===== config.mk =====
export PLATFORM = sky130hd
export DESIGN_NAME = sd_access_arbiter
export DESIGN_NICKNAME = d
export VERILOG_FILES = /design/src/rtl/sd_access_arbiter.sv
export SDC_FILE = /design/constraint.sdc
export NUM_CORES = 1
export LEC_CHECK = 0
export CORE_MARGIN = 10
export CORE_UTILIZATION = 50
export DETAILED_ROUTE_END_ITERATION = 10
export DONT_BUFFER_PORTS = 1
export GPL_TIMING_DRIVEN = 1
export PLACE_DENSITY = 0.68
export SLEW_MARGIN = 40
export SYNTH_ARGS = -nofsm -noshare
export SYNTH_HDL_FRONTEND = slang
export SYNTH_SLANG_ARGS = --single-unit

===== constraint.sdc =====
create_clock -name clk -period 6.2 [get_ports clk]
set_clock_uncertainty 0.2 [all_clocks]
set_input_delay 0.62 -clock clk [delete_from_list [all_inputs] [get_ports clk]]
set_output_delay 0.62 -clock clk [all_outputs]
set_load 0.03 [all_outputs]

===== src/rtl/sd_access_arbiter.sv =====
// Round-robin arbiter sharing one SPI-mode SD controller between two requesters, one 32-byte sector per grant.
// Issues a one-cycle rd/wr strobe, routes the byte stream to the granted port, and aborts hung transfers via sd_reset.
module sd_access_arbiter #(
  parameter logic [31:0] TIMEOUT_CYCLES  = 32'd2_000_000,
  parameter logic [31:0] SD_RESET_CYCLES = 32'd4
) (
  input  logic        clk,
  input  logic        reset,
  input  logic [1:0]  req,
  input  logic [1:0]  we,
  input  logic [63:0] req_addr,
  input  logic [15:0] wdata,
  output logic [1:0]  wnext,
  output logic [7:0]  rdata,
  output logic [1:0]  rvalid,
  output logic [1:0]  done,
  output logic        err,
  output logic        grant,
  output logic        busy,
  output logic [6:0]  xfer_count,
  output logic        sd_rd,
  output logic        sd_wr,
  output logic [31:0] sd_address,
  output logic [7:0]  sd_din,
  input  logic [7:0]  sd_dout,
  input  logic        sd_byte_available,
  input  logic        sd_ready_for_next_byte,
  input  logic        sd_ready,
  output logic        sd_reset
);

  typedef enum logic [2:0] {IDLE, ISSUE, WAIT_START, WAIT_DONE, RECOVER, DONE} state_t;

  state_t      state_q, state_d;
  logic        grant_q, grant_d;
  logic        last_grant_q, last_grant_d;
  logic        we_q, we_d;
  logic        err_q, err_d;
  logic [31:0] addr_q, addr_d;
  logic [6:0]  xfer_count_q, xfer_count_d;
  logic [31:0] wdog_q, wdog_d;
  logic [31:0] rst_cnt_q, rst_cnt_d;
  logic        ba_q, ba_d;
  logic        rn_q, rn_d;

  logic in_xfer;
  logic strobe_edge;
  logic pick;

  assign in_xfer     = (state_q == WAIT_START) || (state_q == WAIT_DONE);
  assign strobe_edge = we_q ? (sd_ready_for_next_byte && !rn_q) : (sd_byte_available && !ba_q);

  always_comb begin
    state_d      = state_q;
    grant_d      = grant_q;
    last_grant_d = last_grant_q;
    we_d         = we_q;
    err_d        = err_q;
    addr_d       = addr_q;
    xfer_count_d = xfer_count_q;
    wdog_d       = wdog_q;
    rst_cnt_d    = rst_cnt_q;
    ba_d         = sd_byte_available;
    rn_d         = sd_ready_for_next_byte;
    pick         = 1'b0;

    case (state_q)
      IDLE: begin
        if (sd_ready && (req != 2'b00)) begin
          pick    = (req == 2'b11) ? ~last_grant_q : req[1];
          grant_d = pick;
          we_d    = we[pick];
          addr_d  = pick ? req_addr[63:32] : req_addr[31:0];
          if (addr_d[4:0] != 5'd0) begin
            err_d   = 1'b1;
            state_d = DONE;
          end else begin
            err_d   = 1'b0;
            state_d = ISSUE;
          end
        end
      end
      ISSUE: begin
        xfer_count_d = 7'd0;
        // The issue cycle itself counts toward the timeout.
        wdog_d       = 32'd1;
        state_d      = WAIT_START;
      end
      WAIT_START, WAIT_DONE: begin
        wdog_d = wdog_q + 32'd1;
        if (strobe_edge && (xfer_count_q != 7'd127)) begin
          xfer_count_d = xfer_count_q + 7'd1;
        end
        if ((state_q == WAIT_START) && !sd_ready) begin
          state_d = WAIT_DONE;
        end else if ((state_q == WAIT_DONE) && sd_ready) begin
          err_d   = 1'b0;
          state_d = DONE;
        end else if (wdog_d >= TIMEOUT_CYCLES) begin
          rst_cnt_d = 32'd0;
          state_d   = RECOVER;
        end
      end
      RECOVER: begin
        rst_cnt_d = rst_cnt_q + 32'd1;
        if (rst_cnt_q >= SD_RESET_CYCLES - 32'd1) begin
          err_d   = 1'b1;
          state_d = DONE;
        end
      end
      DONE: begin
        if (!req[grant_q]) begin
          last_grant_d = grant_q;
          err_d        = 1'b0;
          state_d      = IDLE;
        end
      end
      default: state_d = IDLE;
    endcase
  end

  always_ff @(posedge clk or posedge reset) begin
    if (reset) begin
      state_q      <= IDLE;
      grant_q      <= 1'b0;
      last_grant_q <= 1'b1;
      we_q         <= 1'b0;
      err_q        <= 1'b0;
      addr_q       <= 32'd0;
      xfer_count_q <= 7'd0;
      wdog_q       <= 32'd0;
      rst_cnt_q    <= 32'd0;
      ba_q         <= 1'b0;
      rn_q         <= 1'b0;
    end else begin
      state_q      <= state_d;
      grant_q      <= grant_d;
      last_grant_q <= last_grant_d;
      we_q         <= we_d;
      err_q        <= err_d;
      addr_q       <= addr_d;
      xfer_count_q <= xfer_count_d;
      wdog_q       <= wdog_d;
      rst_cnt_q    <= rst_cnt_d;
      ba_q         <= ba_d;
      rn_q         <= rn_d;
    end
  end

  assign busy       = (state_q != IDLE);
  assign sd_rd      = (state_q == ISSUE) && !we_q;
  assign sd_wr      = (state_q == ISSUE) && we_q;
  assign sd_reset   = (state_q == RECOVER);
  assign done       = (state_q == DONE) ? (grant_q ? 2'b10 : 2'b01) : 2'b00;
  assign err        = (state_q == DONE) && err_q;
  assign grant      = grant_q;
  assign sd_address = addr_q;
  assign xfer_count = xfer_count_q;
  assign rdata      = sd_dout;
  assign sd_din     = grant_q ? wdata[15:8] : wdata[7:0];
  assign rvalid     = in_xfer ? {grant_q && sd_byte_available, !grant_q && sd_byte_available} : 2'b00;
  assign wnext      = in_xfer ? {grant_q && sd_ready_for_next_byte, !grant_q && sd_ready_for_next_byte} : 2'b00;

endmodule


# Yosys cells after proc, flatten, opt, wreduce, memory -nomap -nowiden
# Index checks and enable logic that the tools add are counted.
# word_totals
register_bits	112
inputBits	97
out_inout_bits	67
word_cells	103
# classes
n_addsub	3
n_lt_le_gt_ge	4
eq_ne	16
muxes	34
bitwise_logic	2
reduce_logical	33
# ops
operator	count
32-bit 2-to-1 mux	4
32-bit case mux with 2 select lines	2
32-bit by 1-bit adder with 32-bit output (second input constant)	2
32-bit by 2-bit >= comparator with 1-bit output (second input constant)	1
32-bit by 21-bit >= comparator with 1-bit output (second input constant)	1
3-bit 2-to-1 mux	7
3-bit case mux with 5 select lines	1
2-bit inequality test (second input constant)	7
7-bit case mux with 2 select lines	1
1-bit logical AND	13
1-bit 2-to-1 mux	12
2-bit 2-to-1 mux	4
8-bit 2-to-1 mux	1
4-bit AND reduction	2
7-bit by 1-bit adder with 7-bit output (second input constant)	1
7-bit 2-to-1 mux	1
7-bit inequality test (second input constant)	1
3-bit by 2-bit equality test with 1-bit output (second input constant)	2
3-bit equality test (second input constant)	2
2-bit AND reduction	3
6-bit AND reduction	1
2-bit nonzero test	3
1-bit zero test	5
5-bit nonzero test	1
12 further kinds	14

# Longest topological paths before layout
# Gate-level depths: netlist of the first run.
# logic_depth
word_depth	7
ltp_mapped	12
mapped_depth_nobuf	9

# Worst setup path before layout of the first run
# OpenSTA, ideal clock, no wires.
# synth_timing
kind	register to register
from	reg wdog_q[9]
to	reg rst_cnt_q[19]
setup_ps	95
t_arrival_ps	2442
required_time_ps	5905
path_slack_ps	3463
path_stages_with_launch	13
path_buffers	4
path_cell_list	dfrtp_1 buf_4 nand3_2 buf_6 or4_4 nor3_4 and4b_1 o211ai_2 o32ai_2 buf_6 buf_12 o21ai_2 o31ai_1
# synth_via
elab_chain_cells	4
# synth_rtl
item	line	source
start: declaration	41	logic [31:0] wdog_q, wdog_d;
start signal: assignment	143	wdog_q <= wdog_d;
32-bit by 1-bit adder with 32-bit output	90	wdog_d = wdog_q + 32'd1;
32-bit by 21-bit >= comparator with 1-bit output	99	end else if (wdog_d >= TIMEOUT_CYCLES) begin
2-bit inequality test (no line)	--	
4-bit AND reduction (no line)	--	
end signal: assignment	144	rst_cnt_q <= rst_cnt_d;
end: declaration	42	logic [31:0] rst_cnt_q, rst_cnt_d;
# Every way passes these cells.
# A chain may end at the register's enable or synchronous reset.

# Final worst setup path of the first run
# layout_timing
from	reg wdog_q[0]
to	reg rst_cnt_q[23]
# The elaborated chain is that of the path after synthesis.

==> key figures, run 1 <==
Synth
  • Avg Synthesized Cell Area: 8.61 µm²
  • Area contributors post-synth: dfrtp_1 42%, o21ai_0 7.7%, mux2i_1 5.4%
  • Distinct cells, synth: 66
  • Number of enable flip-flop cells after synthesis: 0
  • YS warnings: 0
  • Post-synthesis net count: 869
  • Post-synthesis sequential area ratio: 0.423
  • Post-synth ARST share: 1.00
  • Top cell type's share of synthesized area: 0.420
  • Post-synthesis register bit count: 112
  • Synth Instances: 769
  • Dominant synthesized flop cell: dfrtp_1
  • Synth Cell Area: 6620 µm²
  • Cell taking the most area after synthesis: dfrtp_1

Timing
  • Final setup TNS: 0 ns
  • RSZ-0062 raised after global routing: no
  • Final period util: 0.532
  • Slew @ Worst Pin: slightly above 0.8 ns
  • Final period demand of the worst path: 3.30 ns
  • Fmax: 303 MHz
  • Slew HR: 0.458
  • Setup violators final: 0
  • Final hold violations: 0
  • Final Max Slew Viols: 0

Setup path
  • Worst-path maximum fanout: 29
  • Startpoint Class: register
  • Crit Path Class: reg -> reg
  • Worst EP required: 6.27 ns
  • Crit path capture type: register
  • Worst Reg-to-Reg Cells: 9
  • R2R setup slack: ~2.9 ns
  • Critical path arrival: ~3.4 ns

Die
  • Initial Utilization: 0.518
  • Core area: between 10000 and 15000 µm²
  • Full die area: ~18000 µm²
  • I/O pin total: ~160
  • # rows: 41
  • DIE HEIGHT: around 140 µm
  • Die Wd: between 100 and 150 µm

Drt
  • DRC errors left: 0
  • Antenna viol nets, final: 0
  • Vias: between 5000 and 6000
  • Post-Route WL: 17400 µm
  • Drt first pass iters: 5
  • DR iter-0 viols: 642
  • DR WL/cell: approximately 19 µm
  • Post-DR vias/cell: 6.37

Clock network
  • Cts repair resizes: 0
  • Num CTS Buffers: 9
  • Clk sink count: around 110
  • Clk slew on worst S/H paths: ~0.070 ns
  • H-tree depth: 3
  • Setup bufs post-CTS: 0
  • Post-cts hold buffer count: 0
  • Clock Latency Late Sink: about 0.35 ns
  • Clk root buf: clkbuf_16
  • Clk buf depth: 2
  • CTS tree: yes

Layout
  • N_diodes: 0
  • Fin nets: around 830
  • Filler Cell Count: 1156
  • Finished Layout Cells: 902
  • Layout cells sized above 1: 0.0890
  • P&R area growth vs syn: 4.40%

Pwr
  • Sw power: 1.28 mW
  • Max VDD drop: 0.328 mV
  • Share of power burned in registers: 0.470
  • Clock power share: 0.216
  • Combinational fraction of design power: 0.314
  • Pwr per Cell Area: ~400 nW/µm²
  • Switching portion of total power: 0.461
  • Pint: roughly 1.5 mW
  • P_leak: 2.84 nW

Placement
  • RePlAce Congestion: roughly 0.9
  • DP Wirelength: 12500 µm
  • Number of port buffers: 0
  • Placed Cells: 886

Global route
  • Vias in the first global route: approximately 5700
  • Largest net degree at the start of global routing: 69
  • GRT Total Usage: 0.193
  • Initial antenna violation count: 0
  • Grt ovf: 0
  • First-pass GRT wire length: 29100 µm

Flow run
  • Max-cap check violation count: 0

Min path
  • Hold WC Path Type: in -> async

Outcome
  • Run status: finished, final reports clean
[sequential cells by signal (all words and copies together) (netlist names), 3 cells and up]
signal and count:
rst_cnt_q 32, sd_address 32, state_q 3, wdog_q 32, xfer_count 7
[power groups by stage]
stage	Clock, mW	Combinational [mW]	Sequential, mW
2_1_floorplan	0	0.772	1.22
3_3_place_gp	0	0.836	1.31
3_5_place_dp	0	0.877	1.32
4_1_cts	0.607	0.872	1.31
5_1_grt	0.640	0.971	1.34
6_report	0.599	0.873	1.31
[routing by layer]
layer	up-vias	track usage	routed length, µm
li1	2715	-	-
met1	2765	0.240	7290
met2	237	0.312	8380
met3	26	0.0486	1330
met4	0	0.0807	395
met5	-	0	0
[per-stage QoR]
| step | util | instance area (µm²) | setup WS, ns | power (mW) | hold slack [ns] |
|---|---|---|---|---|---|
| after global routing | 0.541 | 6910 | 2.55 | 2.95 | 0.0700 |
| after CTS | 0.540 | 6890 | 2.75 | 2.79 | 0.0393 |
| after global placement | 0.515 | 6580 | 2.90 | 2.15 | 0.288 |
| final | 0.541 | 6910 | 2.90 | 2.78 | 0.0129 |
| after detailed placement | 0.516 | 6590 | 2.74 | 2.19 | 0.301 |
| after floorplan | - | 6620 | 2.42 | 1.99 | 0.252 |
[synth_stat cells, types with 6 or more instances]
cell      count
nand2_1      64
nand3_1      22
clkbuf_1     32
and4_1        6
mux2_2        9
and2_1        9
nor3_1       19
a31oi_1      24
o31ai_1       9
mux2i_1      36
buf_1         6
nor4_1       14
dfrtp_1     111
o21ai_0     102
nand4_1      32
and3_1       15
nor2b_1       6
o21ai_2      10
inv_1        11
a21oi_1      51
buf_4        12
nor2_1       93
[cells in the final DEF, fill, tap and decap left out, types with 3 or more instances in the layout]
cell,netlist,routed
nand3_1,22,22
xor2_1,4,4
xnor2_1,3,3
inv_1,11,9
buf_4,12,5
mux2i_1,36,36
o31ai_1,9,9
a31oi_1,24,24
nor3_1,19,17
and4_1,6,6
a21o_1,3,3
nand2_1,64,64
o21ai_2,10,10
nor2_1,93,91
and2_1,9,9
ha_1,3,3
o211ai_1,3,3
o22a_1,4,4
o21ai_0,102,102
clkbuf_16,0,9
dfrtp_1,111,111
a21oi_1,51,51
nor4_1,14,14
mux2_2,9,9
nor3_2,1,3
or3_1,3,3
nand4_1,32,32
nor2b_1,6,5
and3_1,15,15
[kinds of logic after synthesis]
family                     count (synthesis)  share of synthesized area
adders and majority gates                  3                    0.00567
DFF                                      112                      0.423
AOI/OAI and AO/OA                        227                      0.202
and+or+nand+nor                          303                      0.235
buffers and inverters                     72                     0.0548
muxes                                     45                     0.0697
xor gates and xnor gates                   7                    0.00926
[final cells by class]
| cell class | instances | area, µm² | share of cell area |
|---|---|---|---|
| Clock buffer | 11 | 243 | 0.0351 |
| Clock inverter | 5 | 56.3 | 0.00814 |
| Inverter | 11 | 43.8 | 0.00633 |
| Multi-Input combinational cell | 585 | 3500 | 0.507 |
| Sequential cell | 112 | 2800 | 0.406 |
| Tap cell | 172 | 215 | 0.0311 |
| Timing Repair Buffer | 6 | 48.8 | 0.00706 |
[worst paths after layout]
check,from,end
worst min register to register,rst_cnt_q[29]$_DFFE_PP0P_,rst_cnt_q[29]$_DFFE_PP0P_
worst max register to register,wdog_q[0]$_DFFE_PP0P_,rst_cnt_q[23]$_DFFE_PP0P_
max in group asynchronous,reset,wdog_q[1]$_DFFE_PP0P_
min in group clk,sd_byte_available,ba_q$_DFF_PP0_
worst min-delay path,reset,sd_address[27]$_DFFE_PP0P_
worst max-delay path,wdog_q[0]$_DFFE_PP0P_,rst_cnt_q[23]$_DFFE_PP0P_
[worst max-delay path, cell delays in order (launching register included)]
cell and delay (ns):
dfrtp_1 0.42, ha_1 0.28, nand3_1 0.18, nor4_1 0.66, a32oi_1 0.26, o2111a_1 0.34, o32ai_2 0.26, buf_4 0.35
o21ai_0 0.15, o21ai_0 0.10
Power figures use the tool's default switching activity.
==> run 2: changes to the inputs <==
--- a/config.mk
+++ b/config.mk
@@ -10,7 +10,7 @@
 export DETAILED_ROUTE_END_ITERATION = 10
 export DONT_BUFFER_PORTS = 1
 export GPL_TIMING_DRIVEN = 1
-export PLACE_DENSITY = 0.68
+export PLACE_DENSITY = 0.71
 export SLEW_MARGIN = 40
 export SYNTH_ARGS = -nofsm -noshare
 export SYNTH_HDL_FRONTEND = slang
==> constraint.sdc (replaced) <==
create_clock -name clk -period 2.85 [get_ports clk]
set_clock_uncertainty 0.2 [all_clocks]
set_input_delay 0.285 -clock clk [delete_from_list [all_inputs] [get_ports clk]]
set_output_delay 0.285 -clock clk [all_outputs]
set_load 0.03 [all_outputs]
==> run 2 against run 1 <==
  * The flow now finishes with violations (setup timing)
  * Non-clock buffer count rose by 132
  * Clock power rose by 120%
  * Wire length rose by 25%
  * Final cell count rose by 15%
  * Sequential power rose by 120%
  * Critical path depth rose by 2
  * Hold slack improved by 0.0027 ns
  * Via count rose by 15%
==> key figures, run 2 (synthesis gave the netlist of run 1 again) <==
Setup path
  • Worst path max stage delay: 0.59 ns (was 0.66 ns)
  • Worst-path cell chain: nand4_1, buf_6, or4_4, nor3_4, nor4b_4, o211ai_1, o32ai_4, buf_12, buf_16, o21ai_1, o21ai_1 (was ha_1, nand3_1, nor4_1, a32oi_1, o2111a_1, o32ai_2, buf_4, o21ai_0, o21ai_0)
  • Worst-path maximum fanout: 7 (was 29)
  • Critical Path Most Common Cell: o21ai_1 (was o21ai_0)
  • Critical path arrival: 2.93 ns (was 3.37 ns)
  • Crit path capture type: register (unchanged)
  • Worst EP required: 2.89 ns (was 6.27 ns)
  • R2R setup slack: -0.04 ns (was 2.90 ns)
  • Startpoint Class: register (unchanged)
  • Crit Path Class: reg -> reg (unchanged)
  • Slowest-stage cell, CP: or4_4 (was nor4_1)

Global route
  • Initial antenna violation count: 1 (was 0)
  • GRT Total Usage: 0.224 (was 0.193)
  • First-pass GRT wire length: 33400 µm (was 29100 µm)
  • Grt ovf: 0 (unchanged)
  • Vias in the first global route: 6405 (was 5680)
  • Largest net degree at the start of global routing: 69 (unchanged)

Min path
  • Hold WC Path Type: in -> reg (was in -> async)

Die
  • # rows: 41 (unchanged)
  • DIE HEIGHT: 135 µm (unchanged)
  • Die Wd: 135 µm (unchanged)
  • Full die area: 18200 µm² (unchanged)
  • Core area: 12800 µm² (unchanged)
  • Initial Utilization: 0.518 (unchanged)
  • I/O pin total: 164 (unchanged)

Timing
  • Final period demand of the worst path: 2.89 ns (was 3.30 ns)
  • Setup violators final: 15 (was 0)
  • Final Max Slew Viols: 0 (unchanged)
  • Slew HR: 0.605 (was 0.458)
  • Final period util: 1.01 (was 0.532)
  • Fmax: 346 MHz (was 303 MHz)
  • RSZ-0062 raised after global routing: yes (was no)
  • Final hold violations: 0 (unchanged)
  • Slew @ Worst Pin: 0.592 ns (was 0.811 ns)
  • Final worst slack: -0.0387 ns (was 2.90 ns)

Outcome
  • Failing checks: setup timing
  • Run status: complete, but fails checks (was finished, final reports clean)

Layout
  • Layout cells sized above 1: 0.179 (was 0.0890)
  • Filler Cell Count: 941 (was 1156)
  • Cell area after layout: 8360 µm² (was 6910 µm²)
  • Most common cell after layout, fill and taps aside: dfrtp_1 (unchanged)
  • P&R area growth vs syn: 26.3% (was 4.40%)
  • Fin nets: 957 (was 825)
  • Final Util: 0.655 (was 0.541)
  • Commonest non-fill, non-tap cells in the layout: 105 x dfrtp_1, 91 x nor2_1, 72 x dlygate4sd3_1 (was 111 x dfrtp_1, 102 x o21ai_0, 91 x nor2_1)

Clock network
  • Clk sink count: 112 (unchanged)
  • Num CTS Buffers: 9 (unchanged)
  • Clk root buf: clkbuf_16 (unchanged)
  • H-tree depth: 3 (unchanged)
  • Clk buf depth: 2 (unchanged)
  • CTS tree: yes (unchanged)
  • Clock Latency Late Sink: 0.36 ns (was 0.35 ns)
  • Clk slew on worst S/H paths: 0.08 ns (was 0.07 ns)

Drt
  • DR iter-0 viols: 640 (was 642)
  • Post-DR vias/cell: 6.36 (was 6.37)
  • Drt first pass iters: 5 (unchanged)
  • Vias: 6582 (was 5743)
  • Antenna viol nets, final: 0 (unchanged)
  • Post-Route WL: 21700 µm (was 17400 µm)
  • DR WL/cell: 21.0 µm (was 19.3 µm)
  • DRC errors left: 0 (unchanged)

Pwr
  • Pwr per Cell Area: 819 nW/µm² (was 402 nW/µm²)
  • Max VDD drop: 0.629 mV (was 0.328 mV)
  • P_leak: 3.49 nW (was 2.84 nW)
  • Power Total: 6.85 mW (was 2.78 mW)

Placement
  • Number of port buffers: 0 (unchanged)
  • Placement Cell Area: 6950 µm² (was 6590 µm²)
  • DP Wirelength: 13300 µm (was 12500 µm)
  • RePlAce Congestion: 0.921 (was 0.882)

Flow run
  • Max-cap check violation count: 0 (unchanged)
run 2: changes by cell type in the layout (fill, tap and decap cells not counted), sizes merged:
cell,before,now
buf,6,64
clkbuf,11,12
clkinv,2,3
diode,0,1
dlygate4sd3,0,72
run 2: what timing repair did:
action	in CTS	in global routing
resized for setup	11	72
hold buffers	72	0
setup buffers	5	8
pin swaps	3	31
cloned	1	2
hold endpoints to repair	72	0
endpoints found under the setup margin	15	35
run 2: power by group:
part	switching, mW	internal (mW)
registers	0.891	1.93
clock network	0.615	0.689
logic	1.62	1.10
total	3.13	3.72
run 2: final timing paths:
check | start | endpoint | depth (start not counted)
worst max-delay path | wdog_q[0]$_DFFE_PP0P_ | rst_cnt_q[6]$_DFFE_PP0P_ | 11
worst min-delay path | sd_ready | state_q[0]$_DFFE_PP0P_ | 3
worst max register to register | wdog_q[0]$_DFFE_PP0P_ | rst_cnt_q[6]$_DFFE_PP0P_ | 11
worst min register to register | rst_cnt_q[13]$_DFFE_PP0P_ | rst_cnt_q[13]$_DFFE_PP0P_ | 1
max in group asynchronous | reset | xfer_count[1]$_DFFE_PP0P_ | 4
min in group asynchronous | reset | sd_address[3]$_DFFE_PP0P_ | 2
run 2: final cells by class:
class                   instances  area, µm²  share of cell area
diodes                          1       2.50            0.000299
clock buffers                  10        229              0.0274
clock inverters                 6       66.3             0.00793
inverters                      11       45.0             0.00539
multi-input cells             585       3650               0.436
flip-flops and latches        112       2810               0.336
well taps                     172        215              0.0257
repair buffers                138       1350               0.161
run 2: critical path: cells and delay by family (launching register included):
family | cells | cell delay (ns)
simple gates | 4 | 0.96
buf+inv | 3 | 0.46
compound gates | 4 | 0.75
flops | 1 | 0.41
run 2: per-stage QoR:
| step | setup TNS [ns] | hold WS [ns] | setup WS, ns | cells |
|---|---|---|---|---|
| after CTS | 0 | 0.0107 | 0.00458 | 1023 |
| after global placement | 0 | 0.117 | 0.0794 | 929 |
| final | -0.208 | 0.0156 | -0.0387 | 1035 |
| after detailed placement | 0 | 0.117 | 0.00155 | 929 |
| after floorplan | 0 | 0.116 | 0.113 | 769 |
| after global routing | -2.56 | 0.0198 | -0.139 | 1035 |
run 2: layer usage:
layer  global-route usage  share of wire
met2                0.374           0.49
met3               0.0649          0.091
met5                    0              0
met1                0.265           0.38
met4               0.0903          0.039
==> run 3: changes to the inputs <==
--- a/config.mk
+++ b/config.mk
@@ -5,7 +5,7 @@
 export SDC_FILE = /design/constraint.sdc
 export NUM_CORES = 1
 export LEC_CHECK = 0
-export CORE_MARGIN = 10
+export CORE_MARGIN = 2
 export CORE_UTILIZATION = 50
 export DETAILED_ROUTE_END_ITERATION = 10
 export DONT_BUFFER_PORTS = 1
==> run 3 against run 2 <==
  * The flow still finishes with violations (setup timing)
  * Largest power group unchanged
  * Sequential power about the same
  * Combinational power is 9.6% lower
  * First-iteration DRC count down 12%
  * Global-route usage increased by 4.5 points
  * Largest cell class unchanged
  * Critical path depth is the same
  * Die area down 22%
  * Clock power grew 5%
==> key figures, run 3 (synthesis gave the netlist of run 1 again) <==
Outcome
  • Run status: complete, but fails checks (unchanged)
  • Failing checks: setup timing (unchanged)

Timing
  • Final Max Slew Viols: 0 (unchanged)
  • Final setup TNS: -0.229 ns (was -0.208 ns)
  • Final hold violations: 0 (unchanged)
  • Slew @ Worst Pin: 0.722 ns (was 0.592 ns)
  • RSZ-0062 raised after global routing: yes (unchanged)
  • Fmax: 345 MHz (was 346 MHz)
  • Final worst slack: -0.0503 ns (was -0.0387 ns)
  • Final period demand of the worst path: 2.90 ns (was 2.89 ns)
  • Slew HR: 0.518 (was 0.605)
  • Setup violators final: 13 (was 15)
  • Worst hold slack: 0.0158 ns (was 0.0156 ns)
  • Final period util: 1.02 (was 1.01)

Pwr
  • Pwr per Cell Area: 790 nW/µm² (was 819 nW/µm²)
  • P_leak: 3.52 nW (was 3.49 nW)
  • Max VDD drop: 0.634 mV (was 0.629 mV)

Setup path
  • Worst-path cell chain: buf_4, buf_4, or3_1, mux2i_2, a32oi_2, o2111a_2, o32ai_4, buf_6, buf_12, o21ai_1, o21ai_1 (was nand4_1, buf_6, or4_4, nor3_4, nor4b_4, o211ai_1, o32ai_4, buf_12, buf_16, o21ai_1, o21ai_1)
  • Worst-path maximum fanout: 15 (was 7)
  • Worst path max stage delay: 0.47 ns (was 0.59 ns)
  • Worst EP required: 2.93 ns (was 2.89 ns)
  • Critical Path End: rst_cnt_q[29]$_DFFE_PP0P_ (was rst_cnt_q[6]$_DFFE_PP0P_)
  • Crit Path Class: reg -> reg (unchanged)
  • R2R Path Start: wdog_q[14]$_DFFE_PP0P_ (was wdog_q[0]$_DFFE_PP0P_)
  • Startpoint Class: register (unchanged)
  • Crit path capture type: register (unchanged)
  • Worst R2R End: rst_cnt_q[29]$_DFFE_PP0P_ (was rst_cnt_q[6]$_DFFE_PP0P_)
  • Worst Reg-to-Reg Cells: 11 (unchanged)
  • R2R setup slack: -0.05 ns (was -0.04 ns)
  • Slowest-stage cell, CP: dfrtp_2 (was or4_4)
  • Critical Path Source: wdog_q[14]$_DFFE_PP0P_ (was wdog_q[0]$_DFFE_PP0P_)
  • Critical path arrival: 2.98 ns (was 2.93 ns)

Clock network
  • Num CTS Buffers: 9 (unchanged)
  • H-tree depth: 3 (unchanged)
  • Clk root buf: clkbuf_16 (unchanged)
  • Clk slew on worst S/H paths: 0.08 ns (about the same)
  • Clk buf depth: 2 (unchanged)
  • Clock Latency Late Sink: 0.36 ns (about the same)
  • Clk sink count: 112 (unchanged)
  • CTS tree: yes (unchanged)

Layout
  • Commonest non-fill, non-tap cells in the layout: 104 x dfrtp_1, 91 x nor2_1, 72 x dlygate4sd3_1 (was 105 x dfrtp_1, 91 x nor2_1, 72 x dlygate4sd3_1)
  • Filler Cell Count: 1001 (was 941)
  • Fin nets: 963 (was 957)
  • Final Util: 0.641 (was 0.655)
  • P&R area growth vs syn: 26.7% (was 26.3%)
  • Finished Layout Cells: 1045 (was 1035)
  • Cell area after layout: 8390 µm² (was 8360 µm²)
  • Most common cell after layout, fill and taps aside: dfrtp_1 (unchanged)
  • Layout cells sized above 1: 0.185 (was 0.179)

Placement
  • Placement Cell Area: 6970 µm² (was 6950 µm²)
  • Number of port buffers: 0 (unchanged)
  • DP Wirelength: 11800 µm (was 13300 µm)
  • RePlAce Congestion: 0.910 (was 0.921)
  • Placed Cells: 936 (was 929)

Global route
  • Initial antenna violation count: 1 (unchanged)
  • Met3 Use GR: 0.0479 (was 0.0649)
  • Largest net degree at the start of global routing: 74 (was 69)
  • GR Util met2: 0.447 (was 0.374)
  • Met1 Usage GRT: 0.349 (was 0.265)
  • First-pass GRT wire length: 31000 µm (was 33400 µm)
  • Grt ovf: 0 (unchanged)
  • Vias in the first global route: 6253 (was 6405)
  • GRT Total Usage: 0.269 (was 0.224)
  • Most used routing layer: met2 (unchanged)

Drt
  • Drt first pass iters: 5 (unchanged)
  • Post-DR vias/cell: 6.20 (was 6.36)
  • DR iter-0 viols: 563 (was 640)
  • Antenna viol nets, final: 0 (unchanged)
  • Post-Route WL: 19600 µm (was 21700 µm)
  • DR WL/cell: 18.8 µm (was 21.0 µm)
  • DRC errors left: 0 (unchanged)
  • Vias: 6474 (was 6582)

Flow run
  • Max-cap check violation count: 0 (unchanged)

Die
  • DIE HEIGHT: 119 µm (was 135 µm)
  • Die Wd: 119 µm (was 135 µm)
  • I/O pin total: 164 (unchanged)
  • Core area: 13100 µm² (was 12800 µm²)
  • Initial Utilization: 0.506 (was 0.518)
  • # rows: 42 (was 41)
  • Full die area: 14200 µm² (was 18200 µm²)

Min path
  • Hold WC Path Type: in -> reg (unchanged)
-- run 3: critical path, delay by kind of cell, from the launching register on --
| kind | cells | cell delay [ns] |
|---|---|---|
| compound gates | 5 | 0.99 |
| flops | 1 | 0.47 |
| buf+inv | 4 | 0.57 |
| mux | 1 | 0.21 |
| simple gates | 1 | 0.37 |
-- run 3: area by class of cell --
class,instances,area [µm²],area share
multi-input cells,585,3660,0.436
clock buffers,9,225,0.0268
flip-flops and latches,112,2810,0.335
clock inverters,7,95.1,0.0113
inverters,11,45.0,0.00537
repair buffers,144,1330,0.159
diodes,1,2.50,0.000298
well taps,176,220,0.0262
-- run 3: what timing repair did --
action | in CTS | in global routing
pin swaps | 0 | 18
hold buffers | 72 | 0
hold endpoints to repair | 65 | 0
gates cloned | 0 | 2
setup endpoints to repair | 20 | 35
resized for setup | 1 | 75
setup buffers | 0 | 18
-- run 3: stage by stage --
step                power (mW)  worst slack (ns)
floorplan                 4.34             0.113
global placement          4.75            0.0564
detailed placement        4.83           -0.0352
CTS                       6.34           -0.0471
global route              6.95            -0.170
finish                    6.63           -0.0503
-- run 3: worst min path at each step --
stage	startpoint	end	slack (ns)	depth (start not counted)
after floorplan	sd_byte_available	ba_q$_DFF_PP0_	0.12	0
after global placement	reset	rn_q$_DFF_PP0_	0.10	1
after detailed placement	reset	wdog_q[1]$_DFFE_PP0P_	0.10	1
after CTS	sd_ready	err_q$_DFFE_PP0P_	0.004	3
after global routing	sd_ready	state_q[1]$_DFFE_PP0P_	0.04	3
final	sd_ready	err_q$_DFFE_PP0P_	0.02	3
-- run 3: routing by layer --
metal	vias to the layer above	routed length [µm]
met5	-	0
met4	0	516
met3	49	1220
met2	272	9840
met1	3153	8030
li1	3000	-
-- run 3: power by group --
group          internal, mW  switching (mW)
combinational         0.950            1.51
sequential             1.93           0.869
clock                 0.713           0.659
total                  3.60            3.04
